[config.mk]
export PLATFORM = sky130hd
export DESIGN_NAME = mux_rr_scheduler
export DESIGN_NICKNAME = d
export VERILOG_FILES = /design/src/rtl/mux_sched_pkg.sv /design/src/rtl/multiplexer.sv /design/src/rtl/mux_rr_scheduler.sv
export SDC_FILE = /design/constraint.sdc
export NUM_CORES = 1
export LEC_CHECK = 0
export CAP_MARGIN = 20
export CORE_MARGIN = 8
export CORE_UTILIZATION = 23
export DETAILED_ROUTE_END_ITERATION = 8
export PLACE_DENSITY_LB_ADDON = 0.25
export SLEW_MARGIN = 0
export SYNTH_ARGS = -nofsm -noshare
export SYNTH_HDL_FRONTEND = slang
export SYNTH_SLANG_ARGS = --single-unit
[constraint.sdc]
create_clock -name clk -period 4.99 [get_ports clk]
set_input_delay 0.998 -clock clk [delete_from_list [all_inputs] [get_ports clk]]
set_output_delay 0.998 -clock clk [all_outputs]
set_load 0.05 [all_outputs]
[src/rtl/mux_sched_pkg.sv]
`default_nettype none
// ============================================================================
// Module      : mux_sched_pkg
// Description : Shared types, sizes and round-robin pick helper for the
//               8-source byte-mux scheduler.
// Revision    : 1.0 - initial release
// ============================================================================
package mux_sched_pkg;

    localparam int N_SRC    = 8;
    localparam int SEL_W    = 3;
    localparam int SCHED_DW = 8;

    typedef enum logic [0:0] {
        IDLE  = 1'b0,
        GRANT = 1'b1
    } sched_state_t;

    typedef logic [SCHED_DW-1:0] byte_t;

    typedef struct packed {
        logic             found;
        logic [SEL_W-1:0] idx;
    } pick_t;

    // Walks downward so the last hit written is the one closest to ptr.
    function automatic pick_t rr_pick(input logic [N_SRC-1:0] req,
                                      input logic [SEL_W-1:0] ptr);
        pick_t            r;
        logic [SEL_W-1:0] cand;
        r = '0;
        for (int k = N_SRC - 1; k >= 0; k--) begin
            cand = ptr + SEL_W'(k);
            if (req[cand]) begin
                r.found = 1'b1;
                r.idx   = cand;
            end
        end
        return r;
    endfunction

    function automatic logic [N_SRC-1:0] src_onehot(input logic [SEL_W-1:0] idx);
        logic [N_SRC-1:0] m;
        m      = '0;
        m[idx] = 1'b1;
        return m;
    endfunction

endpackage
`default_nettype wire

[src/rtl/multiplexer.sv]
`default_nettype none
// ============================================================================
// Module      : multiplexer
// Description : 8:1 multiplexer of DW-bit words, purely combinational.
// Revision    : 1.0 - initial release
// ============================================================================
module multiplexer #(
    parameter int DW = 8
) (
    input  logic [DW-1:0] data [8],
    input  logic [2:0]    sel,
    output logic [DW-1:0] y
);

    assign y = data[sel];

endmodule
`default_nettype wire

[src/rtl/mux_rr_scheduler.sv]
`default_nettype none
// ============================================================================
// Module      : mux_rr_scheduler
// Description : Round-robin arbiter sharing one 8:1 byte mux between eight
//               requesters, with burst-limited grants and a valid/ready output.
// Revision    : 1.0 - initial release
// ============================================================================
module mux_rr_scheduler
    import mux_sched_pkg::*;
#(
    parameter int DW    = 8,
    parameter int BURST = 4
) (
    input  logic                 clk,
    input  logic                 reset,
    input  logic [N_SRC-1:0]     req,
    input  logic [DW-1:0]        din [N_SRC],
    output logic [N_SRC-1:0]     gnt,
    output logic [N_SRC-1:0]     ack,
    output logic                 out_valid,
    input  logic                 out_ready,
    output logic [DW-1:0]        out_data,
    output logic [SEL_W-1:0]     out_src,
    output logic                 busy
);

    localparam logic [3:0] c_burst_last = 4'(BURST - 1);

    sched_state_t     r_state;
    logic [N_SRC-1:0] r_gnt;
    logic [N_SRC-1:0] r_ack;
    logic             r_valid;
    logic [SEL_W-1:0] r_src;
    logic [SEL_W-1:0] r_ptr;
    logic [3:0]       r_beat_cnt;

    logic             w_accept;
    logic             w_keep;
    logic [SEL_W-1:0] w_next_ptr;
    pick_t            w_idle_pick;
    pick_t            w_rot_pick;

    always_comb begin
        w_accept    = r_valid & out_ready;
        w_keep      = req[r_src] && (r_beat_cnt < c_burst_last);
        w_next_ptr  = r_src + SEL_W'(1);
        w_idle_pick = rr_pick(req, r_ptr);
        // The source just served is excluded so others get the next slot.
        w_rot_pick  = rr_pick(req & ~src_onehot(r_src), w_next_ptr);
    end

    always_ff @(posedge clk or negedge reset) begin
        if (!reset) begin
            r_state    <= IDLE;
            r_gnt      <= '0;
            r_ack      <= '0;
            r_valid    <= 1'b0;
            r_src      <= '0;
            r_ptr      <= '0;
            r_beat_cnt <= '0;
        end else begin
            r_ack <= '0;
            case (r_state)
                IDLE: begin
                    if (w_idle_pick.found) begin
                        r_state    <= GRANT;
                        r_src      <= w_idle_pick.idx;
                        r_gnt      <= src_onehot(w_idle_pick.idx);
                        r_valid    <= 1'b1;
                        r_beat_cnt <= '0;
                    end
                end
                GRANT: begin
                    if (w_accept) begin
                        r_ack <= r_gnt;
                        if (w_keep) begin
                            r_beat_cnt <= r_beat_cnt + 4'd1;
                        end else begin
                            r_ptr      <= w_next_ptr;
                            r_beat_cnt <= '0;
                            if (w_rot_pick.found) begin
                                r_src <= w_rot_pick.idx;
                                r_gnt <= src_onehot(w_rot_pick.idx);
                            end else if (!req[r_src]) begin
                                r_state <= IDLE;
                                r_valid <= 1'b0;
                                r_gnt   <= '0;
                            end
                        end
                    end
                end
                default: begin
                    r_state <= IDLE;
                    r_valid <= 1'b0;
                    r_gnt   <= '0;
                end
            endcase
        end
    end

    multiplexer #(
        .DW (DW)
    ) u_mux (
        .data (din),
        .sel  (r_src),
        .y    (out_data)
    );

    assign gnt       = r_gnt;
    assign ack       = r_ack;
    assign out_valid = r_valid;
    assign out_src   = r_src;
    assign busy      = (r_state != IDLE);

endmodule
`default_nettype wire
### Yosys cells after proc, flatten, opt, wreduce, memory -nomap -nowiden

Index checks and enable logic that the tools add are counted.

| operators by class | value |
|---|---|
| multiplexer cells | 88 |
| order comparisons | 24 |
| add/sub/neg operators | 16 |
| reductions and logical operators | 9 |
| equality and inequality tests | 7 |
| bitwise logic cells | 6 |

Operator list:

| kind | number |
|---|---|
| $lt 3x4->1 const B | 19 |
| $mux 4 | 19 |
| $mux 8 | 9 |
| $bmux 1 s3 | 17 |
| $mux 1 | 30 |
| $add 3x3->3 const B | 8 |
| $bmux 8 s3 | 1 |
| $pmux 8 s2 | 1 |
| $add 3x2->3 const B | 4 |
| $mux 3 | 4 |
| $add 3x1->3 const B | 3 |
| $demux 1 s3 | 3 |
| $ge 3x1->1 const B | 3 |
| $and 8x8->8 | 1 |
| $ne 2x2->1 const B | 4 |
| $not 8->8 | 1 |
| $pmux 4 s2 | 1 |
| $reduce_and 4->1 | 2 |
| $pmux 3 s2 | 1 |
| $reduce_and 5->1 | 1 |
| $add 4x1->4 const B | 1 |
| $ge 4x4->1 const B | 1 |
| $logic_and 1x1->1 | 4 |
| $lt 4x2->1 const B | 1 |
| 8 further kinds | 11 |

| storage, ports and cells | value |
|---|---|
| bits of input ports | 75 |
| register bits after elaboration | 28 |
| word-level logic and storage cells | 157 |
| output and inout port bits | 29 |

### Depth between registers and ports, before layout

Gate-level depths: netlist (run 1).

| logic depth | value |
|---|---|
| depth in word-level cells | 24 |
| mapped depth | 18 |

### Hierarchy

Synthesis (run 1) repeated with hierarchy kept, for this count alone.

| unflattened totals | value |
|---|---|
| cells, all modules | 361 |
| area, all modules | 3639.7 um2 |

Modules (own cells, without submodules):

| module | times used | cells an instance | area each (um2) | seq. area each (um2) |
|---|---|---|---|---|
| mux_rr_scheduler | 1 | 332 | 3089.2 | 700.7 |
| multiplexer | 1 | 29 | 550.5 | 0.0 |

### Least setup slack after synthesis (run 1)

No wires, ideal clock.

| path | value |
|---|---|
| path type | reg2reg |
| start | register r_src[0], in the netlist out_src[0] |
| end | register r_gnt[5], in the netlist gnt[5] |
| library setup time | 0.126 ns |
| clock period less this slack | 4.399 ns |
| slack | 0.591 ns |
| data required time | 4.864 ns |
| stages on the path, launching flop included | 17 |
| data arrival time | 4.273 ns |
| cells stage by stage | dfrtp_1 > buf_4 > buf_4 > buf_2 > buf_2 > inv_1 > ha_1 > clkbuf_1 > mux4_2 > mux2_2 > a2111oi_0 > a31o_2 > a31o_4 > and2_1 > buf_6 > nor3b_2 > a221o_2 |

| on the way | value |
|---|---|
| elaborated cells between the ends (all ways) | 54 |

RTL lines:

| item | line | RTL |
|---|---|---|
| start, declared | mux_rr_scheduler.sv:33 | `logic [SEL_W-1:0] r_src;` |
| start signal, assigned | mux_rr_scheduler.sv:67 | `r_src <= w_idle_pick.idx;` |
| start signal, assigned | mux_rr_scheduler.sv:82 | `r_src <= w_rot_pick.idx;` |
| $add 3x1->3 * | mux_rr_scheduler.sv:46 | `w_next_ptr = r_src + SEL_W'(1);` |
| via w_next_ptr[0] | mux_rr_scheduler.sv:39 | `logic [SEL_W-1:0] w_next_ptr;` |
| $add 3x3->3 | mux_sched_pkg.sv:33 | `cand = ptr + SEL_W'(k);` |
| $bmux 1 s3 | mux_sched_pkg.sv:34 | `if (req[cand]) begin` |
| $mux 1 (not written as such) | mux_sched_pkg.sv:34 |  |
| $mux 4 (7 in series) | mux_sched_pkg.sv:34 |  |
| $mux 4 * | mux_sched_pkg.sv:34 |  |
| $lt 3x4->1 (not written as such) or $ge 3x1->1 (tied branches) | mux_sched_pkg.sv:45 | `m[idx] = 1'b1;` |
| $logic_and 1x1->1 (not written as such) | mux_sched_pkg.sv:45 |  |
| $mux 1 (not written as such) | mux_sched_pkg.sv:45 |  |
| $demux 1 s3 | mux_sched_pkg.sv:45 |  |
| $mux 8 | mux_rr_scheduler.sv:81 | `if (w_rot_pick.found) begin` |
| $mux 8 | mux_rr_scheduler.sv:76 | `if (w_keep) begin` |
| $mux 8 | mux_rr_scheduler.sv:74 | `if (w_accept) begin` |
| $pmux 8 s2 | mux_rr_scheduler.sv:63 | `case (r_state)` |
| end signal, assigned | mux_rr_scheduler.sv:68 | `r_gnt <= src_onehot(w_idle_pick.idx);` |
| end signal, assigned | mux_rr_scheduler.sv:83 | `r_gnt <= src_onehot(w_rot_pick.idx);` |
| end, declared | mux_rr_scheduler.sv:30 | `logic [N_SRC-1:0] r_gnt;` |

The timed path passes the listed nets; every way through them passes the cells marked *. The select of a mux whose other input is x is not followed.
A chain may end at the register's enable or synchronous reset.

### Final worst setup path (run 1)

| path | value |
|---|---|
| start | input port req[3] |
| end | register r_gnt[5], in the netlist gnt[5] |

| on the way | value |
|---|---|
| word-level cells in the longest chain between the ends | 19 |
| elaborated cells between the ends (all ways) | 71 |

RTL lines:

| item | line | RTL |
|---|---|---|
| start, declared | mux_rr_scheduler.sv:16 | `input logic [N_SRC-1:0] req,` |
| $and 8x8->8 | mux_rr_scheduler.sv:49 | `w_rot_pick = rr_pick(req & ~src_onehot(r_src), w_next_ptr);` |
| $bmux 1 s3 | mux_sched_pkg.sv:34 |  |
| $mux 1 (not written as such) | mux_sched_pkg.sv:34 |  |
| $mux 4 (8 in series) | mux_sched_pkg.sv:34 |  |
| $lt 3x4->1 (not written as such) or $ge 3x1->1 (tied branches) | mux_sched_pkg.sv:45 |  |
| $logic_and 1x1->1 (not written as such) | mux_sched_pkg.sv:45 |  |
| $mux 1 (not written as such) | mux_sched_pkg.sv:45 |  |
| $demux 1 s3 | mux_sched_pkg.sv:45 |  |
| $mux 8 | mux_rr_scheduler.sv:81 |  |
| $mux 8 | mux_rr_scheduler.sv:76 |  |
| $mux 8 | mux_rr_scheduler.sv:74 |  |
| $pmux 8 s2 | mux_rr_scheduler.sv:63 |  |

Parallel ways exist; a longest one is shown, timed or not. The select of a mux whose other input is x is not followed.

==> run metrics, run 1 <==
Final Cycle Share=85.4%; DR WL/cell=18.1 um; crit-path cells=clkdlybuf4s50_1 -> mux4_1 -> nor4_1 -> a21o_1 -> o21a_1 -> a31o_4 -> and2_1 -> nor3b_2 -> a221o_2; register area share after synthesis=18.2%; worst setup margin=0.728 ns; setup violators final=0; Worst Setup End Kind=flop; CTS buffer count=3; critical path's slowest cell=clkdlybuf4s50_1; Worst Hold Path EP=r_beat_cnt[1]; Worst-Skew Late Latency=0.26 ns; pin count of the biggest net entering global routing=52; DP Worst Slack=0.447 ns; Worst Setup Start Kind=input pin; register bit count reported by yosys=28; Final TNS setup=0 ns; outcome=completed; hold buffers post-CTS=0; RSZ-0062 raised after global routing=false; post-route ant nets=0; Worst Setup Path Type=input pin to flop; first-pass GRT wire length=20,700 um; Fmax=235 MHz; syn_nets=488; worst r2r src=out_src[0]; EDFF count, synth=0; die width=145 um; area delta synth->final=33.7%; crit-path max cell delay=0.69 ns; die span in y=145 um; CTS Buffer Depth=2; Yosys warnings=0; r2r endpoint=gnt[2]; synth unique cells=76; share of layout cells above drive strength 1=16.4%; CTS Root Cell=clkbuf_16; initial antenna violation count=0; drt pass-1 iters=4; hold depth=2; Mapped Cells=408; Slew headroom=49.3%; Layout fillers=1,709; Starting Density=23.4%; R2R Setup Slk=0.81 ns; Final GP Congestion=0.861; Core ar.=0.0165 mm2; vias per cell=5.19; Crit Path Max Fanout=17; maxcap violations=0; endpoints failing hold=0; CTS tree=built; Total GRT Usage=11.7%; Mapped Area=0.00385 mm2; Worst Hold Class=flop to flop; post-CTS setup repair buffer count=0; CTS Sinks=28; required time worst endpoint=5.14 ns; Layout Skew=0.00424 ns; highest-count cells in the layout ignoring fill and taps=clkdlybuf4s50_1 (103), nand2_1 (41), mux4_2 (32); Reg clk slew, reported paths=0.07 ns; Synth Area per Inst=9.45 um2; crit path time final=4.26 ns; n_diodes=0; htree depth=1; Die Area=0.0212 mm2; Async SR Flop Fraction=100%; Final Max Slew Viols=0; total grt overflow=0; worst path arrival time=4.41 ns; nets=568; final wirelength=12,800 um; Vias=3,669; worst-margin pin slew=0.760 ns; worst reg2reg path depth=10; initial detailed-routing violation count=239; PortBufs=103; critical hold path startpoint=r_beat_cnt[1]; commonest non-fill, non-tap cell in the layout=clkdlybuf4s50_1; DRC=0; number of global-route vias before repair=3,737; HPWL after DPL=9820 um; post-cts resize count=0; ys flop type=dfrtp_1; # IOs=104; Rows=47
through the flow:
step | instances | hold WS [ns] | area (um2) | utilization (%)
detailed placement | 703 | 0.483 | 5050 | 30.7
floorplan | 408 | 0.454 | 3850 | -
global route | 707 | 0.540 | 5150 | 31.3
CTS | 707 | 0.499 | 5150 | 31.3
finish | 707 | 0.501 | 5150 | 31.3
global placement | 703 | 0.466 | 5050 | 30.7
area by class of cell:
type                       count  area (um2)  area share [%]
timing repair buffer         113        1110            21.5
sequential                    28         702            13.6
tap                          220         275            5.34
clock inverter                 1        30.0           0.583
multi-input combinational    331        2930            56.7
inverter                      11        41.3           0.801
clock buffer                   3        75.1            1.46
critical path: cells and delay by family:
kind | cells | cell delay (ns)
compound gates | 4 | 0.88
mux | 1 | 0.69
buf+inv | 1 | 0.69
simple gates | 3 | 1.14
cells in the mapped netlist (3+ instances only):
cell / number / area, um2
o211ai_1: 4 / 30.0
nor3_1: 8 / 40.0
mux2i_1: 23 / 230
inv_1: 10 / 37.5
dfrtp_1: 28 / 701
a221o_1: 6 / 60.1
ha_1: 5 / 62.6
mux4_2: 32 / 721
a211oi_1: 3 / 22.5
clkbuf_1: 21 / 78.8
a22oi_1: 3 / 22.5
xnor2_1: 3 / 26.3
a2111oi_0: 4 / 35.0
mux4_1: 3 / 78.8
a22o_1: 3 / 26.3
a21o_1: 3 / 22.5
nand2b_1: 6 / 37.5
a31oi_1: 3 / 18.8
and2_1: 13 / 81.3
a21oi_1: 12 / 60.1
nand3_1: 9 / 45.0
nor2b_1: 3 / 18.8
o21ai_0: 20 / 100
a311oi_1: 4 / 35.0
and3_1: 9 / 56.3
nor4_1: 3 / 18.8
mux2_2: 19 / 214
nor2_1: 24 / 90.1
buf_4: 3 / 22.5
buf_2: 9 / 45.0
xor2_1: 7 / 61.3
o311ai_1: 3 / 26.3
nand2_1: 41 / 154
buf_6: 3 / 33.8
o21a_1: 8 / 60.1
routing by layer:
layer | track usage, % | up-vias | part of all wire (%)
met5 | 0 | - | 0
met4 | 2.76 | 0 | 1.4
met3 | 1.24 | 14 | 3.9
met2 | 20.8 | 109 | 52
met1 | 14.9 | 1803 | 42
li1 | - | 1743 | -
how the worst max path moves through the flow:
| stage | to | from | cells after the start | slack, ns |
|---|---|---|---|---|
| CTS | gnt[5] | req[3] | 9 | 0.74 |
| floorplan | gnt[5] | out_src[0] | 16 | 0.59 |
| global route | gnt[2] | out_src[0] | 10 | 0.40 |
| finish | gnt[5] | req[3] | 9 | 0.73 |
| detailed placement | gnt[5] | req[6] | 9 | 0.45 |
| global placement | gnt[4] | req[3] | 9 | 0.55 |
sequential cells by signal, summed over array words and instances, names as in the netlist:
register	count
out_src	3
r_beat_cnt	4
gnt	8
ack	8
out_valid	1
busy	1
r_ptr	3
logic make-up (layout without fill, tap and decap cells):
group | Yosys count | after routing | synth area share (%)
multiplexers | 77 | 77 | 32.3
XOR/XNOR | 14 | 14 | 4.51
AND/OR/NAND/NOR | 133 | 133 | 17.7
adder cells (fa/ha/maj) | 5 | 5 | 1.62
flip-flops | 28 | 28 | 18.2
AO/OA/AOI/OAI | 102 | 102 | 19.8
buffers and inverters | 49 | 128 | 5.94
Power of run 1 is left out: the tool's default activity adds up to more than one toggle a clock period on the data nets, which glitch-free logic cannot reach.
==> run 2, diff against run 1 <==
- ABC_AREA: unset -> 1
- CORE_ASPECT_RATIO: unset -> 1.75
==> run metrics, run 2 <==
endpoints failing hold=0 (unchanged); EDFF count, synth=0 (unchanged); area delta synth->final=37.6%; Final GP Congestion=0.894 (+3.8%); Starting Density=23.5% (+0.13 points); Core ar.=0.0144 mm2 (-13%); Worst-Skew Late Latency=0.26 ns (about the same); Placed Area=0.00455 mm2 (-9.9%); setup violators final=0 (unchanged); Worst Setup Start Kind=flop; Crit Path Max Fanout=11 (-6); register area share after synthesis=20.7% (+2.5 points); initial detailed-routing violation count=211 (-12%); RSZ-0062 raised after global routing=false; CTS buffer count=3 (unchanged); Most Crowded Layer GR=met2; met3 Use GR=2.99% (+1.8 points); Worst Setup Path Type=flop to output port; worst path arrival time=2.76 ns (-1.65 ns); synth unique cells=36 (-53%); worst hold slack=0.497 ns (-0.00372 ns); Reg clk slew, reported paths=0.07 ns (about the same); worst-margin pin slew=0.543 ns (-0.217 ns); DRC=0 (unchanged); HPWL after DPL=10,600 um (+7.6%); htree depth=1 (unchanged); Yosys warnings=0 (unchanged); Synth top area share=22.5% (+3.8 points); commonest non-fill, non-tap cell in the layout=nand2_1; highest-count cells in the layout ignoring fill and taps=nand2_1 (203), clkdlybuf4s50_1 (103), nor2_1 (80); final wirelength=12,800 um (+0.11%); initial antenna violation count=0 (unchanged); Worst Setup End Kind=output port; register bit count reported by yosys=28 (unchanged); crit path from=out_src[2]; Slew headroom=63.7% (+14 points); CTS tree=built; CTS Sinks=28 (unchanged); required time worst endpoint=3.99 ns (-1.15 ns); pin count of the biggest net entering global routing=52 (unchanged); vias per cell=4.72 (-9.1%); GRT met2 Usage=26.7% (+5.9 points); number of global-route vias before repair=4,356 (+17%); die span in y=176 um (+21%); Mapped Area=0.00338 mm2 (-12%); ranking of synthesized cells by area=nand2_1 (23%), dfrtp_1 (21%), nand3_1 (11%); PortBufs=103 (unchanged); # IOs=104 (unchanged); top-count cell post-synth=nand2_1; n_diodes=0 (unchanged); commonest cells in the netlist=nand2_1 (203), nor2_1 (80), nand3_1 (77); Fmax=266 MHz (+13%); CTS Root Cell=clkbuf_16; worst r2r src=r_ptr[1]; Layout Skew=0.00203 ns (-0.00221 ns); Vias=4,059 (+11%); drt pass-1 iters=4 (unchanged); nets=761 (+34%); post-CTS setup repair buffer count=0 (unchanged); Total GRT Usage=13.5% (+1.8 points); crit path time final=3.76 ns (-0.504 ns); post-route ant nets=0 (unchanged); Rows=58 (+23%); Final Cycle Share=75.3% (-10 points); Mapped Cells=587 (+44%); post-cts resize count=0 (unchanged); Synth Area per Inst=5.76 um2 (-39%); share of layout cells above drive strength 1=8.82% (-7.6 points); CTS Buffer Depth=2 (unchanged); Final Max Slew Viols=0 (unchanged); Worst Hold Class=flop to flop; Yosys top cell by area=nand2_1; ys flop type=dfrtp_1; DR WL/cell=14.9 um (-18%); Die Area=0.0190 mm2 (-10%); critical hold path startpoint=r_beat_cnt[3]; Async SR Flop Fraction=100% (unchanged); Final TNS setup=0 ns (unchanged); hold buffers post-CTS=0 (unchanged); met1 GRT Util=12.8% (-2.1 points); maxcap violations=0 (unchanged); first-pass GRT wire length=20,900 um (+1.2%); outcome=completed; cell area after layout=0.00465 mm2 (-9.7%); die width=108 um (-26%); total grt overflow=0 (unchanged); syn_nets=667 (+37%)
==> run 2: cell count changes after synthesis, moves of 20 or more <==
| cell | previous run | this run |
|---|---|---|
| mux4_2 | 32 | 0 |
| nand2_1 | 41 | 203 |
| mux2i_1 | 23 | 0 |
| nor2_1 | 24 | 80 |
| nand2_2 | 0 | 22 |
| o21ai_0 | 20 | 40 |
| nand3_1 | 9 | 77 |
| inv_1 | 10 | 40 |
==> run 2: worst paths after layout <==
check	to	slack [ns]	depth (start not counted)
max in group asynchronous	r_ptr[0]	3.61	2
min reg2reg	r_beat_cnt[3]	0.50	2
max	out_data[5]	1.23	7
min in group asynchronous	ack[1]	1.11	2
max reg2reg	gnt[7]	1.66	14
min	r_beat_cnt[3]	0.50	2
==> run 2: metrics by stage <==
stage          setup slack, ns  util [%]  std cells
6_report                  1.23      32.4        860
5_1_grt                   1.01      32.4        860
4_1_cts                   1.17      32.4        860
3_5_place_dp              1.28      31.7        856
3_3_place_gp              1.26      31.7        856
2_1_floorplan             1.69         -        587
==> run 2: final cells by class <==
type	instances	area [um2]
repair buffers	106	1050
well taps	180	225
fillers	1590	9710
inverters	49	190
clock buffers	3	75.1
flip-flops and latches	28	701
clock inverters	1	30.0
multi-input cells	493	2380
==> run 2: cells by family after synthesis <==
family	synth area share [%]
AO/OA/AOI/OAI	11.9
adder cells (fa/ha/maj)	1.85
buffers and inverters	8.95
XOR/XNOR	1.85
AND/OR/NAND/NOR	54.7
flip-flops	20.7
==> run 2: routing by layer <==
| metal | up-vias | routed length (um) |
|---|---|---|
| li1 | 2088 | - |
| met4 | 0 | 357 |
| met5 | - | 0 |
| met3 | 25 | 761 |
| met2 | 129 | 6930 |
| met1 | 1817 | 4750 |
==> run 2: worst max-delay path, stage by stage (launching register included) <==
cell             delay, ns
dfrtp_1               0.67
nand2_1               0.27
inv_1                 0.32
nand2_1               0.09
nand3_1               0.10
a211oi_1              0.05
a31oi_1               0.16
clkdlybuf4s50_1       0.84
Power of run 2 is left out for the same reason.
==> run 3, diff against run 2 <==
- clock period: 4.99 -> 3.7 ns (I/O delays scaled with it)
==> run metrics, run 3 (same netlist as run 2, synthesis figures left out) <==
Die Area=0.0190 mm2 (unchanged); Fmax=285 MHz; DRC=0 (unchanged); Starting Density=23.5% (unchanged); Total GRT Usage=13.8% (+0.27 points); post-route ant nets=0 (unchanged); CP bufs+invs=2 (unchanged); Vias=4,151 (+2.3%); n_diodes=0 (unchanged); post-CTS setup repair buffer count=0 (unchanged); cell family with most CP delay=buffers and inverters; endpoints failing hold=0 (unchanged); highest-count cells in the layout ignoring fill and taps=nand2_1 (203), clkdlybuf4s50_1 (96), nor2_1 (80); share of layout cells above drive strength 1=10.5% (+1.7 points); Reg clk slew, reported paths=0.07 ns (about the same); maxcap violations=0 (unchanged); Worst-Skew Late Latency=0.26 ns (about the same); Worst path most repeated cell=nand2_1; Core ar.=0.0144 mm2 (unchanged); htree depth=1 (unchanged); outcome=completed; hold buffers post-CTS=0 (unchanged); DP Worst Slack=0.494 ns (-0.782 ns); RSZ-0062 raised after global routing=false; initial antenna violation count=0 (unchanged); initial detailed-routing violation count=208 (-1.4%); nets=766 (+0.66%); # IOs=104 (unchanged); final wirelength=13,000 um (+1.8%); r2r endpoint=gnt[7]; post-cts resize count=0 (unchanged); R2R Setup Slk=0.77 ns (-0.89 ns); Worst Hold Path EP=r_beat_cnt[1]; crit path time final=3.50 ns; CTS tree=built; PortBufs=103 (unchanged); die width=108 um (unchanged); Worst Setup Start Kind=flop; Final GP Congestion=1.02 (+14%); worst-margin pin slew=0.545 ns (+0.00221 ns); total grt overflow=0 (unchanged); worst r2r src=r_ptr[1]; Rows=58 (unchanged); Worst Setup End Kind=output port; first-pass GRT wire length=21,300 um (+1.9%); hold depth=2 (unchanged); critical hold path startpoint=r_beat_cnt[1]; Post-Layout Cell Count=865 (+0.58%); worst hold slack=0.493 ns (-0.00431 ns); commonest non-fill, non-tap cell in the layout=nand2_1; CTS Sinks=28 (unchanged); CTS Buffer Depth=2 (unchanged); number of global-route vias before repair=4,398 (+0.96%); Final TNS setup=0 ns (unchanged); required time worst endpoint=2.96 ns (-1.03 ns); Inst Count DP=861 (+0.58%); drt pass-1 iters=8 (+4); worst reg2reg path depth=14 (unchanged); worst path arrival time=2.76 ns (about the same); setup violators final=0 (unchanged); Slew headroom=63.6% (-0.074 points); CTS Root Cell=clkbuf_16; area delta synth->final=38.2%; die span in y=176 um (unchanged); Crit Path Max Fanout=11 (unchanged); worst setup margin=0.196 ns (-1.04 ns); Final Max Slew Viols=0 (unchanged); critical path's slowest cell=clkdlybuf4s50_1; Final Cycle Share=94.7%; crit-path max cell delay=0.84 ns (about the same); DR WL/cell=15.1 um (+1.2%); Worst Hold Class=flop to flop; HPWL after DPL=10,900 um (+3.3%); Worst Setup Path Type=flop to output port; vias per cell=4.80 (+1.7%); pin count of the biggest net entering global routing=43 (-17%); Layout Skew=0.00183 ns (-0.000204 ns); crit path from=out_src[2]; crit-path cells=nand2_1 -> inv_1 -> nand2_1 -> nand3_1 -> a211oi_1 -> a31oi_1 -> clkdlybuf4s50_1; CTS buffer count=3 (unchanged)
==> run 3: cell count changes in the layout (fill, tap and decap cells not counted), sizes merged <==
cell and delta:
buf +12, clkdlybuf4s50 -7
==> run 3: stage by stage <==
step | util, % | instance area (um2)
2_1_floorplan | - | 3380
3_3_place_gp | 31.8 | 4570
6_report | 32.5 | 4670
3_5_place_dp | 31.8 | 4570
5_1_grt | 32.5 | 4670
4_1_cts | 32.5 | 4670
==> run 3: how the worst max path moves through the flow <==
stage                  end  depth (start not counted)
2_1_floorplan       gnt[0]                         18
3_3_place_gp   out_data[5]                          7
3_5_place_dp   out_data[5]                          7
4_1_cts        out_data[5]                          7
5_1_grt        out_data[5]                          7
6_report       out_data[5]                          7
==> run 3: tightest hold or removal path, stage by stage (launching register included) <==
cell     delay, ns
dfrtp_1       0.35
nand2_1       0.05
o21ai_0       0.06
==> run 3: cell type report <==
class	count	area, um2
clock buffer	3	75.1
clock inverter	1	30.0
fill	1607	9690
inverter	49	190
multi-input combinational	493	2380
sequential	28	701
tap	180	225
timing repair buffer	111	1070
==> run 3: metal layers <==
layer | global-route usage (%) | share of wire, %
met1 | 13.3 | 36
met2 | 27.4 | 55
met3 | 2.67 | 6.6
met4 | 4.83 | 2.9
met5 | 0 | 0
Power of run 3 is left out for the same reason.
